===== config.mk =====
export PLATFORM = sky130hd
export DESIGN_NAME = dac_adc_sweep_seq
export DESIGN_NICKNAME = d
export VERILOG_FILES = /design/src/rtl/dac_adc_sweep_seq_pkg.sv /design/src/rtl/dac_adc_sweep_seq_avg_acc.sv /design/src/rtl/dac_adc_sweep_seq.sv
export SDC_FILE = /design/constraint.sdc
export NUM_CORES = 1
export LEC_CHECK = 0
export CAP_MARGIN = 20
export CORE_MARGIN = 2
export CORE_UTILIZATION = 30
export CTS_BUF_LIST = sky130_fd_sc_hd__clkbuf_4
export CTS_CLUSTER_SIZE = 25
export DETAILED_ROUTE_END_ITERATION = 7
export GPL_TIMING_DRIVEN = 0
export PLACE_DENSITY = 0.57
export SLEW_MARGIN = 5
export SYNTH_ARGS = -nofsm -noshare
export SYNTH_HDL_FRONTEND = slang
export SYNTH_SLANG_ARGS = --single-unit

===== constraint.sdc =====
create_clock -name clk_i -period 3.6 [get_ports clk_i]
set_input_delay 0.36 -clock clk_i [delete_from_list [all_inputs] [get_ports clk_i]]
set_output_delay 0.36 -clock clk_i [all_outputs]
set_load 0.03 [all_outputs]

===== src/rtl/dac_adc_sweep_seq_pkg.sv =====
// Shared definitions for the DAC/ADC sweep sequencer: FSM state encoding and
// accumulator sizing.
package dac_adc_pkg;

  typedef enum logic [2:0] {
    S_IDLE   = 3'd0,
    S_DSTART = 3'd1,
    S_DWAIT  = 3'd2,
    S_SETTLE = 3'd3,
    S_ASTART = 3'd4,
    S_AWAIT  = 3'd5,
    S_PUSH   = 3'd6
  } state_e;

  // Sum of 2^navg_log2 unsigned samples never overflows this width.
  function automatic int acc_width(input int adc_w, input int navg_log2);
    return adc_w + navg_log2;
  endfunction

endpackage


===== src/rtl/dac_adc_sweep_seq_avg_acc.sv =====
// Per-point sample accumulator: clears, adds ADC samples, and presents the
// truncated mean; done_o flags that the next sample completes the set.
module avg_acc
  import dac_adc_pkg::*;
#(
  parameter int ADC_W     = 12,
  parameter int NAVG_LOG2 = 2
) (
  input  logic             clk_i,
  input  logic             rst_i,
  input  logic             clr_i,
  input  logic             add_i,
  input  logic [ADC_W-1:0] data_i,
  output logic [ADC_W-1:0] avg_o,
  output logic             done_o
);

  localparam int ACC_W = acc_width(ADC_W, NAVG_LOG2);
  localparam int CNT_W = NAVG_LOG2 + 1;
  localparam logic [CNT_W-1:0] LAST = CNT_W'((1 << NAVG_LOG2) - 1);

  logic [ACC_W-1:0] acc_q, acc_d;
  logic [CNT_W-1:0] cnt_q, cnt_d;

  always_comb begin
    acc_d = acc_q;
    cnt_d = cnt_q;
    if (clr_i) begin
      acc_d = '0;
      cnt_d = '0;
    end else if (add_i) begin
      acc_d = acc_q + ACC_W'(data_i);
      cnt_d = cnt_q + 1'b1;
    end
  end

  always_ff @(posedge clk_i) begin
    if (rst_i) begin
      acc_q <= '0;
      cnt_q <= '0;
    end else begin
      acc_q <= acc_d;
      cnt_q <= cnt_d;
    end
  end

  assign done_o = (cnt_q == LAST);
  assign avg_o  = acc_q[ACC_W-1:NAVG_LOG2];

endmodule


===== src/rtl/dac_adc_sweep_seq.sv =====
// Linear DAC sweep sequencer: per point, write DAC, settle, average
// 2^NAVG_LOG2 ADC conversions and emit one result on a valid/ready stream.
module dac_adc_sweep_seq
  import dac_adc_pkg::*;
#(
  parameter int DAC_W     = 12,
  parameter int ADC_W     = 12,
  parameter int NAVG_LOG2 = 2,
  parameter int NPTS_W    = 10,
  parameter int SETTLE_W  = 16,
  parameter int TO_W      = 16
) (
  input  logic                clk_i,
  input  logic                rst_i,
  input  logic                start_i,
  input  logic                abort_i,
  input  logic [DAC_W-1:0]    code_start_i,
  input  logic [DAC_W-1:0]    code_step_i,
  input  logic [NPTS_W-1:0]   npts_i,
  input  logic [SETTLE_W-1:0] settle_i,
  output logic                stdac_o,
  output logic [DAC_W-1:0]    dac_code_o,
  input  logic                eodac_i,
  output logic                stadc_o,
  input  logic                eoadc_i,
  input  logic [ADC_W-1:0]    adc_data_i,
  output logic                res_valid_o,
  input  logic                res_ready_i,
  output logic [DAC_W-1:0]    res_code_o,
  output logic [ADC_W-1:0]    res_data_o,
  output logic                busy_o,
  output logic                eoconv_o,
  output logic                err_timeout_o
);

  // Watchdog fires on the (2^TO_W-1)th waiting cycle; wd_q starts at 0.
  localparam logic [TO_W-1:0] WD_LAST = {{(TO_W-1){1'b1}}, 1'b0};

  state_e              state_q;
  logic [DAC_W-1:0]    code_q, step_q;
  logic [NPTS_W-1:0]   npts_q;
  logic [SETTLE_W-1:0] settle_cfg_q, settle_cnt_q;
  logic [TO_W-1:0]     wd_q;
  logic                err_q;

  logic             acc_clr, acc_add, acc_done;
  logic [ADC_W-1:0] acc_avg;

  assign acc_clr = (state_q == S_IDLE) || ((state_q == S_PUSH) && res_ready_i);
  assign acc_add = (state_q == S_AWAIT) && eoadc_i;

  avg_acc #(
    .ADC_W     (ADC_W),
    .NAVG_LOG2 (NAVG_LOG2)
  ) u_avg_acc (
    .clk_i  (clk_i),
    .rst_i  (rst_i),
    .clr_i  (acc_clr),
    .add_i  (acc_add),
    .data_i (adc_data_i),
    .avg_o  (acc_avg),
    .done_o (acc_done)
  );

  always_ff @(posedge clk_i) begin
    if (rst_i) begin
      state_q      <= S_IDLE;
      code_q       <= '0;
      step_q       <= '0;
      npts_q       <= '0;
      settle_cfg_q <= '0;
      settle_cnt_q <= '0;
      wd_q         <= '0;
      err_q        <= 1'b0;
    end else if (abort_i) begin
      state_q <= S_IDLE;
    end else begin
      case (state_q)
        S_IDLE: begin
          if (start_i && (npts_i != '0)) begin
            code_q       <= code_start_i;
            step_q       <= code_step_i;
            npts_q       <= npts_i;
            settle_cfg_q <= settle_i;
            err_q        <= 1'b0;
            state_q      <= S_DSTART;
          end
        end
        S_DSTART: begin
          wd_q    <= '0;
          state_q <= S_DWAIT;
        end
        S_DWAIT: begin
          if (eodac_i) begin
            settle_cnt_q <= '0;
            state_q      <= (settle_cfg_q == '0) ? S_ASTART : S_SETTLE;
          end else if (wd_q == WD_LAST) begin
            err_q   <= 1'b1;
            state_q <= S_IDLE;
          end else begin
            wd_q <= wd_q + 1'b1;
          end
        end
        S_SETTLE: begin
          if (settle_cnt_q == settle_cfg_q - SETTLE_W'(1)) state_q <= S_ASTART;
          else settle_cnt_q <= settle_cnt_q + 1'b1;
        end
        S_ASTART: begin
          wd_q    <= '0;
          state_q <= S_AWAIT;
        end
        S_AWAIT: begin
          if (eoadc_i) begin
            state_q <= acc_done ? S_PUSH : S_ASTART;
          end else if (wd_q == WD_LAST) begin
            err_q   <= 1'b1;
            state_q <= S_IDLE;
          end else begin
            wd_q <= wd_q + 1'b1;
          end
        end
        S_PUSH: begin
          if (res_ready_i) begin
            npts_q <= npts_q - NPTS_W'(1);
            if (npts_q == NPTS_W'(1)) begin
              state_q <= S_IDLE;
            end else begin
              code_q  <= code_q + step_q;
              state_q <= S_DSTART;
            end
          end
        end
        default: state_q <= S_IDLE;
      endcase
    end
  end

  assign stdac_o       = (state_q == S_DSTART);
  assign stadc_o       = (state_q == S_ASTART);
  assign res_valid_o   = (state_q == S_PUSH);
  assign busy_o        = (state_q != S_IDLE);
  assign eoconv_o      = (state_q == S_IDLE);
  assign dac_code_o    = code_q;
  assign res_code_o    = code_q;
  assign res_data_o    = acc_avg;
  assign err_timeout_o = err_q;

endmodule

==> flow_metrics.env <==
export IMPL_grt_start_max_net_pins=19
export IMPL_synth_compound_area_share_pct=19.5
export IMPL_grt_pass1_vias=5781
export IMPL_core_area_um2=20900
export IMPL_tightest_slew_ps=982
export IMPL_finalClockSkew_ps=19.9
export IMPL_antenna_found_initial=2
export IMPL_syn_area_per_cell_um2=7.77
export IMPL_hold_depth=3
export IMPL_synth_top_cell_by_area="dfxtp_1"
export IMPL_initial_core_util_pct=30.5
export IMPL_die_area_um2=22400
export IMPL_syn_nets=922
export IMPL_synthTopCellsByArea="dfxtp_1 (32%), nand2_1 (7.3%), a21oi_1 (6.3%)"
export IMPL_layout_drive_gt1_share_pct=6.67
export IMPL_critPathLaunchType="flop"
export IMPL_die_w_um=150
export IMPL_synth_mux_area_fraction_pct=0.944
export IMPL_viasPerCell=4.99
export IMPL_layout_min_cycle_time_ps=3060
export IMPL_yosysWarnings=0
export IMPL_p_leak_nw=2.89
export IMPL_root_buffer="clkbuf_4"
export IMPL_ys_seq_area_share_pct=32.4
export IMPL_worstSetupEndpointType="output pin"
export IMPL_postRouteAntennaNets=0
export IMPL_place_ws_ps=383
export IMPL_yosys_area_share_simple_pct=26.8
export IMPL_rsz0062_at_grt="false"
export IMPL_rr_worst_depth=9
export IMPL_die_h_um=150
export IMPL_max_freq_ghz=0.327
export IMPL_setup_viol=0
export IMPL_routabilityCongestion=0.863
export IMPL_hold_path_class="input pin to flop"
export IMPL_cp_max_fo=19
export IMPL_drt_iter0_drc=345
export IMPL_clk_pin_slew_ps=170
export IMPL_peakVddDrop_uv=141
export IMPL_synth_seq_cells=103
export IMPL_status="complete, no violations"
export IMPL_p_per_area_nw_per_um2=292
export IMPL_io_buffer_count=110
export IMPL_finalNetCount=1043
export IMPL_clock_path_buffers=2
export IMPL_rows=53
export IMPL_arrival_ps=2700
export IMPL_cts_tree="yes"
export IMPL_drv_cap=0
export IMPL_area_delta_synth_final_pct=24.8
export IMPL_drt_pass1_iterations=4
export IMPL_cts_max_level=3
export IMPL_wire_per_inst_um=14.3
export IMPL_synth_edf_count=0
export IMPL_drc_errors=0
export IMPL_synth_top_family_by_area="simple AND/OR/NAND/NOR gates"
export IMPL_total_power_mw=2.32
export IMPL_maxSlewViolCount=0
export IMPL_worstSetupPathType="flop to output pin"
export IMPL_timing_rr_end="dac_code_o[0]"
export IMPL_worstHoldStart="settle_i[13]"
export IMPL_finalWirelength_um=17500
export IMPL_grt_overflow=0
export IMPL_vias=6098
export IMPL_hold_violations=0
export IMPL_ctsResizeCount=0
export IMPL_hold_end="settle_cfg_q[13]"
export IMPL_synth_main_ff_cell="dfxtp_1"
export IMPL_crit_reg2reg_launch="state_q[2]"
export IMPL_regArea_um2=2060
export IMPL_async_flop_share_pct=0
export IMPL_ff2ff_setup_slack_ps=700
export IMPL_clk_latency_ps=490
export IMPL_synth_fa_ha_area_share_pct=6.92
export IMPL_setup_tns_final_ps=0
export IMPL_dpl_hpwl_um=13300
export IMPL_slew_limit_headroom_pct=33.9
export IMPL_fillers=2179
export IMPL_fin_crit_sh_pct=85.1
export IMPL_synth_xor_area_share_pct=6.33
export IMPL_netlist_area_um2=6360
export IMPL_clkSinkCount=103
export IMPL_numCtsBuffers=9
export IMPL_multi_input_area_um2=3850
export IMPL_grt_usage_pct=15.9
export IMPL_synth_cell_types=61
export IMPL_crit_required_ps=3240
export IMPL_pin_count=111
export IMPL_yosysTopAreaCellShare_pct=32.4
export IMPL_syn_inst=819
export IMPL_setup_slack_ps=538
export IMPL_grt_pass1_wl_um=28600
## layer usage
metal	share of wire, %	global-route usage [%]	up-vias	wire (um)
met5	0	0	-	0
met4	1.5	5.29	0	261
met3	4.1	2.53	18	718
met2	45	25.4	119	7930
met1	49	21.9	2813	8640
li1	-	-	3148	-
## repair_timing
| action | CTS | global route |
|---|---|---|
| buffers inserted | 0 | 0 |
| setup endpoints to repair | 0 | 1 |
| hold buffers | 0 | 0 |
## metrics by stage
| step | std cells | util, % | hold WS (ps) | instance area (um2) |
|---|---|---|---|---|
| global placement | 1204 | 37.4 | 449 | 7810 |
| floorplan | 819 | - | 440 | 6360 |
| finish | 1223 | 38.0 | 388 | 7940 |
| global route | 1222 | 38.0 | 362 | 7940 |
| CTS | 1220 | 38.0 | 351 | 7930 |
| detailed placement | 1204 | 37.4 | 453 | 7810 |
## final cells by class
cell class / count / share of cell area (%)
inverters: 26 / 1.23
plain buffers: 61 / 4.36
multi-input cells: 628 / 48.5
diodes: 3 / 0.0945
flip-flops and latches: 103 / 26.0
well taps: 275 / 4.33
repair buffers: 111 / 13.9
clock buffers: 10 / 0.945
clock inverters: 6 / 0.646
## worst max-delay path, stage by stage, from the launching register on
cell and delay (ps):
dfxtp_1 340, buf_2 200, inv_1 70, nand3_1 260, clkinv_1 560, clkdlybuf4s50_1 770
## worst max-delay path by stage
stage,start,to,slack (ps),cells past startpoint
after floorplan,state_q[2],dac_code_o[0],1020,10
after global placement,adc_data_i[1],u_avg_acc.acc_q[13],400,10
after detailed placement,adc_data_i[1],u_avg_acc.acc_q[13],380,10
after CTS,state_q[2],res_valid_o,170,5
after global routing,state_q[0],res_valid_o,270,5
final,state_q[0],res_valid_o,540,5
## logic make-up after synthesis
family,count (synthesis)
multiplexers,6
flip-flops,103
AO/OA/AOI/OAI,196
AND/OR/NAND/NOR,346
XOR/XNOR,46
adder cells (fa/ha/maj),34
buffers and inverters,88
## flip-flops by register name (all words and copies together), names as in the netlist
signal	count
err_timeout_o	1
state_q	3
wd_q	16
u_avg_acc.cnt_q	3
settle_cfg_q	16
settle_cnt_q	16
dac_code_o	12
npts_q	10
step_q	12
u_avg_acc.acc_q	14
## cell usage in the layout, fill, tap and decap left out, types with 6 or more instances in the layout
| cell | n |
|---|---|
| nand2_1 | 124 |
| nand4_1 | 12 |
| a211oi_1 | 14 |
| a31oi_1 | 8 |
| inv_1 | 25 |
| o211ai_1 | 6 |
| or4_1 | 9 |
| clkdlybuf4s50_1 | 110 |
| nand3_1 | 24 |
| nor3_1 | 27 |
| nor2_1 | 68 |
| a21o_1 | 7 |
| o21ai_0 | 29 |
| ha_1 | 32 |
| dfxtp_1 | 103 |
| or3_1 | 15 |
| mux2i_1 | 6 |
| xor2_1 | 11 |
| buf_4 | 24 |
| clkbuf_4 | 10 |
| nor2b_1 | 9 |
| nor4_1 | 10 |
| o31ai_1 | 8 |
| a311oi_1 | 6 |
| and2_1 | 7 |
| a21oi_1 | 80 |
| and3_1 | 8 |
| clkbuf_1 | 28 |
| xnor2_1 | 35 |
| nand2b_1 | 9 |
## Yosys cell counts (3+ instances only)
library cell and n:
xnor2_1 35, nor4_1 10, nand2b_1 9, or3_1 15, ha_1 32, o31ai_1 8, o21a_1 3, a21o_1 7
a211o_1 5, a311oi_1 6, a31oi_1 8, buf_6 3, nand4_1 12, buf_2 4, a2111oi_0 4, xor2_1 11
inv_1 25, and2_1 7, clkbuf_1 29, nor3_1 27, buf_4 24, o311ai_0 3, mux2i_1 6, nor2b_1 9
dfxtp_1 103, and4_1 3, a21boi_0 3, nand3_1 24, or4_1 9, a211oi_1 14, or2_2 5, nor3b_1 4
a22oi_1 5, and3_1 8, a21oi_1 80, a22o_1 4, o211ai_1 6, nor2_1 68, o21ai_0 29, nand2_1 124
## power by group
| part | switching, mW | internal (mW) | leakage (nW) |
|---|---|---|---|
| combinational | 0.268 | 0.243 | 1.99 |
| clock | 0.435 | 0.159 | 0.0616 |
| sequential | 0.0393 | 1.17 | 0.836 |
Power figures use the tool's default switching activity.
